--- src/rtl/obi_pkg.sv ---
// obi_pkg: shared constants and types for the OBI traffic generator.
// Holds the LFSR feedback polynomial and the generator state encoding.
package obi_pkg;

    localparam logic [31:0] LfsrPoly = 32'h8020_0003;

    typedef enum logic [2:0] {
        IDLE,
        WRITE,
        READ,
        DRAIN,
        DONE
    } tg_state_e;

endpackage

--- src/rtl/fifo_v3.sv ---
// fifo_v3: common synchronous FIFO, first-word-registered (no fall-through).
// Ports: clk_i, rst_ni (async, active-low), push_i/data_i, pop_i/data_o, empty_o.
module fifo_v3 #(
    parameter int unsigned DATA_WIDTH = 32,
    parameter int unsigned DEPTH      = 8
) (
    input  logic                  clk_i,
    input  logic                  rst_ni,
    input  logic                  push_i,
    input  logic [DATA_WIDTH-1:0] data_i,
    input  logic                  pop_i,
    output logic [DATA_WIDTH-1:0] data_o,
    output logic                  empty_o
);

    localparam int unsigned AW = (DEPTH > 1) ? $clog2(DEPTH) : 1;

    logic [AW-1:0]         r_rd;
    logic [AW-1:0]         r_wr;
    logic [AW:0]           r_cnt;
    logic [DATA_WIDTH-1:0] r_mem [DEPTH];
    logic                  w_push;
    logic                  w_pop;

    assign w_push  = push_i & (r_cnt != (AW+1)'(DEPTH));
    assign w_pop   = pop_i & (r_cnt != '0);
    assign empty_o = (r_cnt == '0);
    assign data_o  = r_mem[r_rd];

    always_ff @(posedge clk_i or negedge rst_ni) begin
        if (!rst_ni) begin
            r_rd  <= '0;
            r_wr  <= '0;
            r_cnt <= '0;
        end else begin
            if (w_push)
                r_wr <= (r_wr == AW'(DEPTH - 1)) ? '0 : r_wr + 1'b1;
            if (w_pop)
                r_rd <= (r_rd == AW'(DEPTH - 1)) ? '0 : r_rd + 1'b1;
            r_cnt <= r_cnt + (AW+1)'(w_push) - (AW+1)'(w_pop);
        end
    end

    always_ff @(posedge clk_i) begin
        if (w_push)
            r_mem[r_wr] <= data_i;
    end

endmodule

--- src/rtl/obi_tg_lfsr.sv ---
// obi_tg_lfsr: right-shifting Galois LFSR with synchronous reload to Seed.
// Ports: clk, rst_n (async, active-high), i_load, i_en, o_state.
module obi_tg_lfsr
    import obi_pkg::*;
#(
    parameter int unsigned      Width = 32,
    parameter logic [Width-1:0] Seed  = Width'(32'hACE1_0001),
    parameter logic [Width-1:0] Poly  = Width'(LfsrPoly)
) (
    input  logic             clk,
    input  logic             rst_n,
    input  logic             i_load,
    input  logic             i_en,
    output logic [Width-1:0] o_state
);

    logic [Width-1:0] r_state;

    always_ff @(posedge clk or posedge rst_n) begin
        if (rst_n)
            r_state <= Seed;
        else if (i_load)
            r_state <= Seed;
        else if (i_en)
            r_state <= (r_state >> 1) ^ (r_state[0] ? Poly : '0);
    end

    assign o_state = r_state;

endmodule

--- src/rtl/obi_traffic_gen.sv ---
// obi_traffic_gen: OBI manager issuing N writes then N read-backs, checking
// responses in order against regenerated IDs and LFSR data.
// Ports: clk, rst_n (async, active-high); start_i/num_req_i/base_addr_i
// control; req/gnt/addr/we/be/wdata/aid request side; rvalid/rdata/rid/err
// response side; busy_o, done_o, mismatch_cnt_o, outstanding_o status.
module obi_traffic_gen
    import obi_pkg::*;
#(
    parameter int unsigned AddrWidth   = 32,
    parameter int unsigned DataWidth   = 32,
    parameter int unsigned IdWidth     = 5,
    parameter int unsigned NumMaxTrans = 8,
    parameter int unsigned CntWidth    = 16,
    parameter logic [31:0] Seed        = 32'hACE1_0001,
    parameter int unsigned StrideLog2  = 2,
    localparam int unsigned OutW       = $clog2(NumMaxTrans) + 1
) (
    input  logic                   clk,
    input  logic                   rst_n,
    input  logic                   start_i,
    input  logic [CntWidth-1:0]    num_req_i,
    input  logic [AddrWidth-1:0]   base_addr_i,
    output logic                   req_o,
    input  logic                   gnt_i,
    output logic [AddrWidth-1:0]   addr_o,
    output logic                   we_o,
    output logic [DataWidth/8-1:0] be_o,
    output logic [DataWidth-1:0]   wdata_o,
    output logic [IdWidth-1:0]     aid_o,
    input  logic                   rvalid_i,
    input  logic [DataWidth-1:0]   rdata_i,
    input  logic [IdWidth-1:0]     rid_i,
    input  logic                   err_i,
    output logic                   busy_o,
    output logic                   done_o,
    output logic [CntWidth-1:0]    mismatch_cnt_o,
    output logic [OutW-1:0]        outstanding_o
);

    localparam int unsigned Rep   = DataWidth / 32;
    localparam int unsigned FifoW = IdWidth + 1;

    tg_state_e            r_state;
    tg_state_e            w_state_nxt;
    logic [CntWidth-1:0]  r_k;
    logic [CntWidth-1:0]  r_num;
    logic [CntWidth-1:0]  r_mis;
    logic [AddrWidth-1:0] r_base;
    logic [OutW-1:0]      r_out;

    logic                 w_active;
    logic                 w_start;
    logic                 w_room;
    logic                 w_hs;
    logic                 w_last;
    logic                 w_wr_last;
    logic                 w_rsp;
    logic                 w_viol;
    logic                 w_bad;
    logic [31:0]          w_gen;
    logic [31:0]          w_chk;
    logic [FifoW-1:0]     w_exp;
    logic                 w_fifo_empty;
    logic                 w_rst_ni;
    logic [AddrWidth-1:0] w_addr;

    assign w_active  = (r_state == WRITE) | (r_state == READ) |
                       (r_state == DRAIN);
    assign w_start   = start_i & ((r_state == IDLE) | (r_state == DONE));
    assign w_room    = (r_num != '0) & (r_out < OutW'(NumMaxTrans));
    assign w_hs      = req_o & gnt_i;
    assign w_last    = (r_k == r_num - 1'b1);
    assign w_wr_last = (r_state == WRITE) & w_hs & w_last;

    // Responses only count while a run is active; stale ones after a
    // reset land in IDLE and are dropped.
    assign w_rsp  = w_active & rvalid_i & ~w_fifo_empty;
    assign w_viol = w_active & rvalid_i & w_fifo_empty;
    assign w_bad  = w_viol |
                    (w_rsp & ((rid_i != w_exp[IdWidth:1]) | err_i |
                              (~w_exp[0] & (rdata_i != {Rep{w_chk}}))));

    assign w_addr = r_base + (AddrWidth'(r_k) << StrideLog2);

    // FSM: state register
    always_ff @(posedge clk or posedge rst_n) begin
        if (rst_n)
            r_state <= IDLE;
        else
            r_state <= w_state_nxt;
    end

    // FSM: next state
    always_comb begin
        w_state_nxt = r_state;
        unique case (r_state)
            IDLE, DONE:
                if (start_i) w_state_nxt = WRITE;
            WRITE:
                if (r_num == '0)
                    w_state_nxt = DONE;
                else if (w_hs && w_last)
                    w_state_nxt = READ;
            READ:
                if (w_hs && w_last) w_state_nxt = DRAIN;
            DRAIN:
                if (r_out == '0) w_state_nxt = DONE;
            default:
                w_state_nxt = IDLE;
        endcase
    end

    // FSM: outputs
    always_comb begin
        busy_o = 1'b0;
        done_o = 1'b0;
        req_o  = 1'b0;
        we_o   = 1'b0;
        unique case (r_state)
            WRITE: begin
                busy_o = 1'b1;
                req_o  = w_room;
                we_o   = w_room;
            end
            READ: begin
                busy_o = 1'b1;
                req_o  = w_room;
            end
            DRAIN: busy_o = 1'b1;
            DONE:  done_o = 1'b1;
            default: ;
        endcase
    end

    // Payload is zero whenever no request is presented.
    assign addr_o  = req_o ? w_addr : '0;
    assign aid_o   = req_o ? r_k[IdWidth-1:0] : '0;
    assign wdata_o = we_o ? {Rep{w_gen}} : '0;
    assign be_o    = '1;

    always_ff @(posedge clk or posedge rst_n) begin
        if (rst_n) begin
            r_k    <= '0;
            r_num  <= '0;
            r_base <= '0;
            r_out  <= '0;
            r_mis  <= '0;
        end else begin
            if (w_start) begin
                r_k    <= '0;
                r_num  <= num_req_i;
                r_base <= base_addr_i;
            end else if (w_hs) begin
                r_k <= w_last ? '0 : r_k + 1'b1;
            end
            r_out <= r_out + OutW'(w_hs) - OutW'(w_rsp);
            if (w_start)
                r_mis <= '0;
            else if (w_bad && (r_mis != '1))
                r_mis <= r_mis + 1'b1;
        end
    end

    assign mismatch_cnt_o = r_mis;
    assign outstanding_o  = r_out;

    obi_tg_lfsr #(
        .Width (32),
        .Seed  (Seed)
    ) u_gen_lfsr (
        .clk     (clk),
        .rst_n   (rst_n),
        .i_load  (w_start | w_wr_last),
        .i_en    (w_hs),
        .o_state (w_gen)
    );

    obi_tg_lfsr #(
        .Width (32),
        .Seed  (Seed)
    ) u_chk_lfsr (
        .clk     (clk),
        .rst_n   (rst_n),
        .i_load  (w_start | w_wr_last),
        .i_en    (w_rsp & ~w_exp[0]),
        .o_state (w_chk)
    );

    assign w_rst_ni = ~rst_n;

    // Entry = {id, we}; responses return in issue order.
    fifo_v3 #(
        .DATA_WIDTH (FifoW),
        .DEPTH      (NumMaxTrans)
    ) u_id_fifo (
        .clk_i   (clk),
        .rst_ni  (w_rst_ni),
        .push_i  (w_hs),
        .data_i  ({aid_o, we_o}),
        .pop_i   (w_rsp),
        .data_o  (w_exp),
        .empty_o (w_fifo_empty)
    );

endmodule

--- config.mk ---
export PLATFORM = sky130hd
export DESIGN_NAME = obi_traffic_gen
export DESIGN_NICKNAME = d
export VERILOG_FILES = /design/src/rtl/obi_pkg.sv /design/src/rtl/fifo_v3.sv /design/src/rtl/obi_tg_lfsr.sv /design/src/rtl/obi_traffic_gen.sv
export SDC_FILE = /design/constraint.sdc
export NUM_CORES = 1
export LEC_CHECK = 0
export ABC_AREA = 0
export CORE_UTILIZATION = 29
export CTS_CLUSTER_DIAMETER = 150
export DETAILED_ROUTE_END_ITERATION = 16
export GPL_TIMING_DRIVEN = 0
export HOLD_SLACK_MARGIN = 0.15
export REMOVE_ABC_BUFFERS = 1
export SYNTH_ARGS = -nofsm -noshare
export SYNTH_HDL_FRONTEND = slang
export SYNTH_SLANG_ARGS = --single-unit
export TNS_END_PERCENT = 100
--- constraint.sdc ---
create_clock -name clk -period 7.2 [get_ports clk]
set_clock_uncertainty 0.2 [all_clocks]
set_input_delay 1.44 -clock clk [delete_from_list [all_inputs] [get_ports clk]]
set_output_delay 1.44 -clock clk [all_outputs]
set_load 0.005 [all_outputs]
After elaboration in Yosys (flattened, before gate mapping)
Memory sizes are Yosys's and may differ from the RTL's.
Cells that the tools add are included.
{"block": "word_totals", "in_bits": 91, "word_cells": 106, "regBits": 161, "memories": 1, "mem_bits_rw": 48}
{"memory": "u_id_fifo.r_mem", "depth": 8, "width": 6, "read_ports": 1, "rd_ports_with_merged_regs": 0, "wr": 1, "line": "fifo_v3.sv:21", "source": "logic [DATA_WIDTH-1:0] r_mem [DEPTH];"}
{"block": "classes", "addsub": 10, "muxes": 28, "n_lt_le_gt_ge": 1, "reduce_logical": 16, "n_bitwise": 24, "n_eq_ne": 15}
{"op": "$mux 32", "n": 8}
{"op": "$mux 16", "n": 5}
{"op": "$xor 31x32->32", "n": 2}
{"op": "$add 16x1->16 const B", "n": 2}
{"op": "$add 32x18->32", "n": 1}
{"op": "$ne 32x32->1", "n": 1}
{"op": "$mux 3", "n": 7}
{"op": "$eq 16x16->1", "n": 1}
{"op": "$logic_not 16->1", "n": 1}
{"op": "$ne 16x16->1 const B", "n": 1}
{"op": "$reduce_bool 16->1", "n": 1}
{"op": "$sub 16x1->16 const B", "n": 1}
{"op": "$and 1x1->1", "n": 13}
{"op": "$pmux 3 s4", "n": 1}
{"op": "$eq 3x3->1 const B", "n": 3}
{"op": "$add 4x1->4", "n": 2}
{"op": "$logic_not 4->1", "n": 2}
{"op": "$reduce_bool 2->1", "n": 4}
{"op": "$sub 4x1->4", "n": 2}
{"op": "$or 1x1->1", "n": 7}
{"op": "$add 3x1->3 const B", "n": 2}
{"op": "$eq 3x2->1 const B", "n": 2}
{"op": "$mux 1", "n": 6}
{"op": "$mux 5", "n": 1}
{"op": "other kinds (14)", "n": 18}

Depth between registers and ports, before layout
{"block": "depth", "ltp_word": 10, "depth_mapped": 15, "ltp_nobuf": 14}

Cells and area by module
A second synthesis with hierarchy kept.
{"block": "unflattened", "hier_cells": 1141, "area_unflattened_um2": 11686.2}
{"mod": "obi_traffic_gen", "area_per_inst_um2": 6461.2, "n_inst": 1, "cells_per_inst": 797}
{"mod": "obi_tg_lfsr", "area_per_inst_um2": 1366.3, "n_inst": 2, "cells_per_inst": 108}
{"mod": "fifo_v3", "area_per_inst_um2": 2492.4, "n_inst": 1, "cells_per_inst": 128}

Worst setup path after synthesis
Ideal clock, no wire load.
{"block": "synth_path", "path_type": "register -> output", "start": "register r_k[0]", "end": "output addr_o[18]", "slack_ps": 2577, "path_stages_with_launch": 11, "t_arrival_ps": 2983, "cell_sequence": "dfrtp_1 ha_1 fa_1 a21o_1 a21o_1 a2111oi_0 o21ai_0 a21oi_1 clkbuf_1 o21ai_0 a21oi_1"}
{"block": "synth_between", "elab_chain_len": 2}
{"item": "start, declared", "line": "obi_traffic_gen.sv:45", "source": "logic [CntWidth-1:0] r_k;"}
{"item": "start signal, assigned", "line": "obi_traffic_gen.sv:154", "source": "r_k <= w_last ? '0 : r_k + 1'b1;"}
{"item": "$add 32x18->32", "line": "obi_traffic_gen.sv:83", "source": "assign w_addr = r_base + (AddrWidth'(r_k) << StrideLog2);"}
{"item": "$mux 32", "line": "obi_traffic_gen.sv:136", "source": "assign addr_o = req_o ? w_addr : '0;"}
{"item": "end, declared", "line": "obi_traffic_gen.sv:25", "source": "output logic [AddrWidth-1:0] addr_o,"}
No other way between the ends.

Worst setup path after layout
{"block": "layout_path", "start": "register r_k[0]", "end": "output addr_o[22]"}
Same word-level chain as after synthesis.

==> results list <==
- Number of buffers created by CTS: 26
* Filler-free cell count of the finished design: 1910
- Compared with the post-synthesis result, the final layout area differs by 27.0%.
- WL per Instance: 16.8 um
- Clock-pin slew on the worst setup and hold paths: about 0.06 ns
- Leak: 0.00627 uW
* Clock latency of the later-clocked register in the worst-skew pair: approximately 0.55 ns
- Worst R2R Start: r_state[1]
* VDD IR-drop max: 196 uV
- Part of the cycle the worst path needs: 94.1%
- Worst setup slack before clock tree synthesis: 0.704 ns
- Die area: 41400 sq um
* Starting density of the core: 29.5%
* Total standard cell area after synthesis: 11800 sq um
- Cell family contributing the most delay on the critical path: compound AO/OA/AOI/OAI gates
- Share of synthesized registers carrying an async set or reset: 77.0%
* Layout Cell Area excl Fill: 14900 sq um
- The number of cells on the worst reg-to-reg path is 9.
- Data on the critical path is required at its endpoint by 5.56 ns.
- Via count of the first global-routing pass: 9389
- The tightest min-delay check is of the flip-flop to flip-flop type.
* RSZ-0062 raised after global routing: false
- Fillcell total: 3950
- Along the worst hold path, the cell count comes to 2.
- After the last flow step, the layout net total stands at ~1500.
* Power Dens Cells: 401 nW/um^2
- Critical path's slowest cell: sky130_fd_sc_hd__a21oi_1
- Data arrival time of the critical path: about 5 ns
- The placed instances occupy a cell area of between 10000 and 15000 sq um.
* EDFF count, synth: between 40 and 50
- Buffers and inverters on the worst path: 1
* Total I/O pin count: 188
- Die Span X: 203 um
- Via count of the routed design: 9480
- Critical path, cell by cell: ha_1 > fa_1 > a21o_1 > a21o_1 > a2111oi_0 > o21ai_0 > a21oi_1 > o21ai_0 > a21oi_1 > clkdlybuf4s50_1
- In this run the worst path has a maximum fanout of 14.
- Final setup violating endpoints: 0
- Fmax: between 100 and 150 MHz
- Count of hold buffers inserted by post-cts repair: 0
- Adding up every negative setup slack in the final design gives 0 ns.
- The tree is rooted in a sky130_fd_sc_hd__clkbuf_16.
- CTS built an H-tree with a depth of 1.
* Detail-routed via count per cell: 4.96
- Remaining DRCs: 0
- The floorplan has 73 rows.
- GR Util All Layers: 15.5%
- Nature of the critical path endpoint: output port
* Final critical delay including setup and external delays: 6.78 ns
- Most used flip-flop cell after synthesis: sky130_fd_sc_hd__dfrtp_1
- Run status: finished clean
- For this run, the number of Yosys warnings is 0.
- For this run, the slowest stage of the critical path takes 0.86 ns.
- Wire length reported by the detailed router: 32200 um
- The worst hold path begins at r_base[1].
* Worst min-delay path endpoint: r_base[1]
* Clock tree from TritonCTS: done
- Count of instances resized after the clock tree is built: 0
- Count of buffers inserted at the top-level ports: 183
- Final Slew Violations: 0
- After synthesis, flip-flops and latches occupy between 40% and 50% of the total area.
* Max capacitance violation total: 0
* Wire length of the first global-routing pass: 51200 um
* Crit path launch: r_k[0]
- Of the cells placed in the final design, the portion with a size suffix greater than 1 is 8.09%.
- Post-synthesis instance total: 1217
* Routability congestion estimate: 0.845
* Worst-margin pin slew: 1.31 ns
* Number of flip-flops and latches in the synthesized netlist: 209
- The worst setup path is launched from a flip-flop.
* Number of setup buffers added after CTS: 0
- Setup WS post-layout: roughly 0.42 ns
- Die Y: 203 um
* Final hold violation count: 0
* Number of placed instances with taps included: ~1900
- Drt first pass iters: 5
* Post-route core utilization: 37.4%
- Entering global routing, the biggest net connects 120 pins.
- Maximum clock insertion buffer count: 3
- In this run the register-to-register setup slack is 0.91 ns.
* Number of sinks on the clock net: approximately 210
* Drt initial violations: 525
* Detailed placement HPWL: 22900 um
- Initial antenna violation count: 0
- Path type of the worst setup path: flip-flop to output port
* Synthesized area per cell: slightly below 10 sq um
- Number of antenna cells inserted: 0
- The worst pin sits at a relative slew slack of 12.8%.
- In this run the critical register-to-register path is captured at u_id_fifo.r_mem[0][2].
- In this run the standard cell core region covers 39900 sq um.
- The synthesized netlist contains 73 unique library cells.
- The count of nets left with antenna violations once routing finished came out at 0.
* GRT overflow: 0
==> kinds of logic after synthesis <==
logic type,count (synthesis),synth area share (%)
and+or+nand+nor,517,21.0
DFF,209,46.7
muxes,53,5.83
xor gates and xnor gates,85,6.33
other,1,0.0319
adders and majority gates,38,4.23
buffers and inverters,117,4.12
AOI/OAI and AO/OA,197,11.8
==> power by group <==
part           internal (uW)  switching (uW)
Sequential              1690             493
Combinational           1310            1270
Clock                    717             524
Total                   3710            2280
==> layout by cell type (no fill, tap or decap), drive strengths merged, types with 44 or more instances in the layout <==
| cell | n |
|---|---|
| nand3 | 45 |
| and2 | 45 |
| inv | 44 |
| nand2 | 202 |
| o21ai | 56 |
| edfxtp | 48 |
| nor2 | 104 |
| dfrtp | 143 |
| xnor2 | 62 |
| clkdlybuf4s50 | 183 |
==> sequential cells by signal, indices dropped and copies added, names as in the netlist <==
signal and flops:
u_id_fifo.r_cnt 4, outstanding_o 4, u_id_fifo.r_rd 3, r_state 3, u_chk_lfsr.o_state 32, u_id_fifo.r_mem 48, r_k 16, u_id_fifo.r_wr 3
r_base 32, u_gen_lfsr.o_state 32, mismatch_cnt_o 16, r_num 16
==> routing by layer <==
layer | share of wire (%) | GRT usage (%) | vias to the layer above | wire length [um]
li1 | - | - | 4603 | -
met1 | 46 | 20.5 | 4612 | 14800
met2 | 47 | 26.1 | 224 | 15200
met3 | 4.7 | 2.80 | 41 | 1510
met4 | 2.1 | 3.65 | 0 | 664
met5 | 0 | 0 | - | 0
==> metrics by stage <==
| stage | hold slack [ns] | total power, uW |
|---|---|---|
| 2_1_floorplan | 0.237 | 3650 |
| 3_3_place_gp | 0.253 | 4690 |
| 3_5_place_dp | 0.263 | 4810 |
| 4_1_cts | 0.277 | 6090 |
| 5_1_grt | 0.307 | 6460 |
| 6_report | 0.269 | 5990 |
==> area by class of cell <==
class	instances	area, sq um	area share, %
multi-input combinational	894	5820	39.0
sequential	209	5490	36.8
timing repair buffer	192	2000	13.4
clock buffer	33	697	4.66
tap	525	657	4.40
inverter	45	176	1.18
clock inverter	12	101	0.678
==> worst register-to-register path, stage by stage, from the launching register on <==
cell and delay (ns):
sky130_fd_sc_hd__dfrtp_1 1.02, sky130_fd_sc_hd__xnor2_1 0.12, sky130_fd_sc_hd__nor3_1 0.21, sky130_fd_sc_hd__o21ai_2 0.39, sky130_fd_sc_hd__inv_1 0.68, sky130_fd_sc_hd__and2_2 0.56, sky130_fd_sc_hd__clkinv_1 0.86, sky130_fd_sc_hd__a21oi_1 0.79
sky130_fd_sc_hd__nand2b_1 0.21, sky130_fd_sc_hd__nor3_1 0.87
==> worst max path at each step <==
| stage | endpoint | cells past startpoint | slack (ns) |
|---|---|---|---|
| floorplan | mismatch_cnt_o[0] | 1 | 1.24 |
| global placement | u_gen_lfsr.o_state[5] | 2 | -1.53 |
| detailed placement | u_id_fifo.r_mem[0][5] | 9 | 0.70 |
| CTS | addr_o[22] | 10 | 0.35 |
| global route | addr_o[18] | 10 | 0.1 |
| finish | addr_o[22] | 10 | 0.42 |
==> cell usage after synthesis (7+ instances only) <==
library cell               number  area, sq um
sky130_fd_sc_hd__a211o_1        8         70.1
sky130_fd_sc_hd__a211oi_1       9         67.6
sky130_fd_sc_hd__a21o_1        11         82.6
sky130_fd_sc_hd__a21oi_1       32          160
sky130_fd_sc_hd__a31o_2         7         61.3
sky130_fd_sc_hd__a32oi_1       23          201
sky130_fd_sc_hd__and2_1        45          282
sky130_fd_sc_hd__and3_1        10         62.6
sky130_fd_sc_hd__buf_2         11         55.1
sky130_fd_sc_hd__clkbuf_1      47          176
sky130_fd_sc_hd__dfrtp_1      143         3580
sky130_fd_sc_hd__dfstp_2       18          473
sky130_fd_sc_hd__edfxtp_1      48         1440
sky130_fd_sc_hd__ha_1          35          438
sky130_fd_sc_hd__inv_1         44          165
sky130_fd_sc_hd__mux2i_1       37          370
sky130_fd_sc_hd__mux4_2        12          270
sky130_fd_sc_hd__nand2_1      202          758
sky130_fd_sc_hd__nand2b_1       8         50.1
sky130_fd_sc_hd__nand3_1       45          225
sky130_fd_sc_hd__nand4_1       24          150
sky130_fd_sc_hd__nor2_1       104          390
sky130_fd_sc_hd__nor3_1        25          125
sky130_fd_sc_hd__nor4_1         9         56.3
sky130_fd_sc_hd__o211ai_1       8         60.1
sky130_fd_sc_hd__o21ai_0       52          260
sky130_fd_sc_hd__o32a_1         7         70.1
sky130_fd_sc_hd__o41a_1         7         78.8
sky130_fd_sc_hd__or3_1         14         87.6
sky130_fd_sc_hd__xnor2_1       62          543
sky130_fd_sc_hd__xor2_1        23          201
No activity file was read; power rests on OpenSTA's default activity.
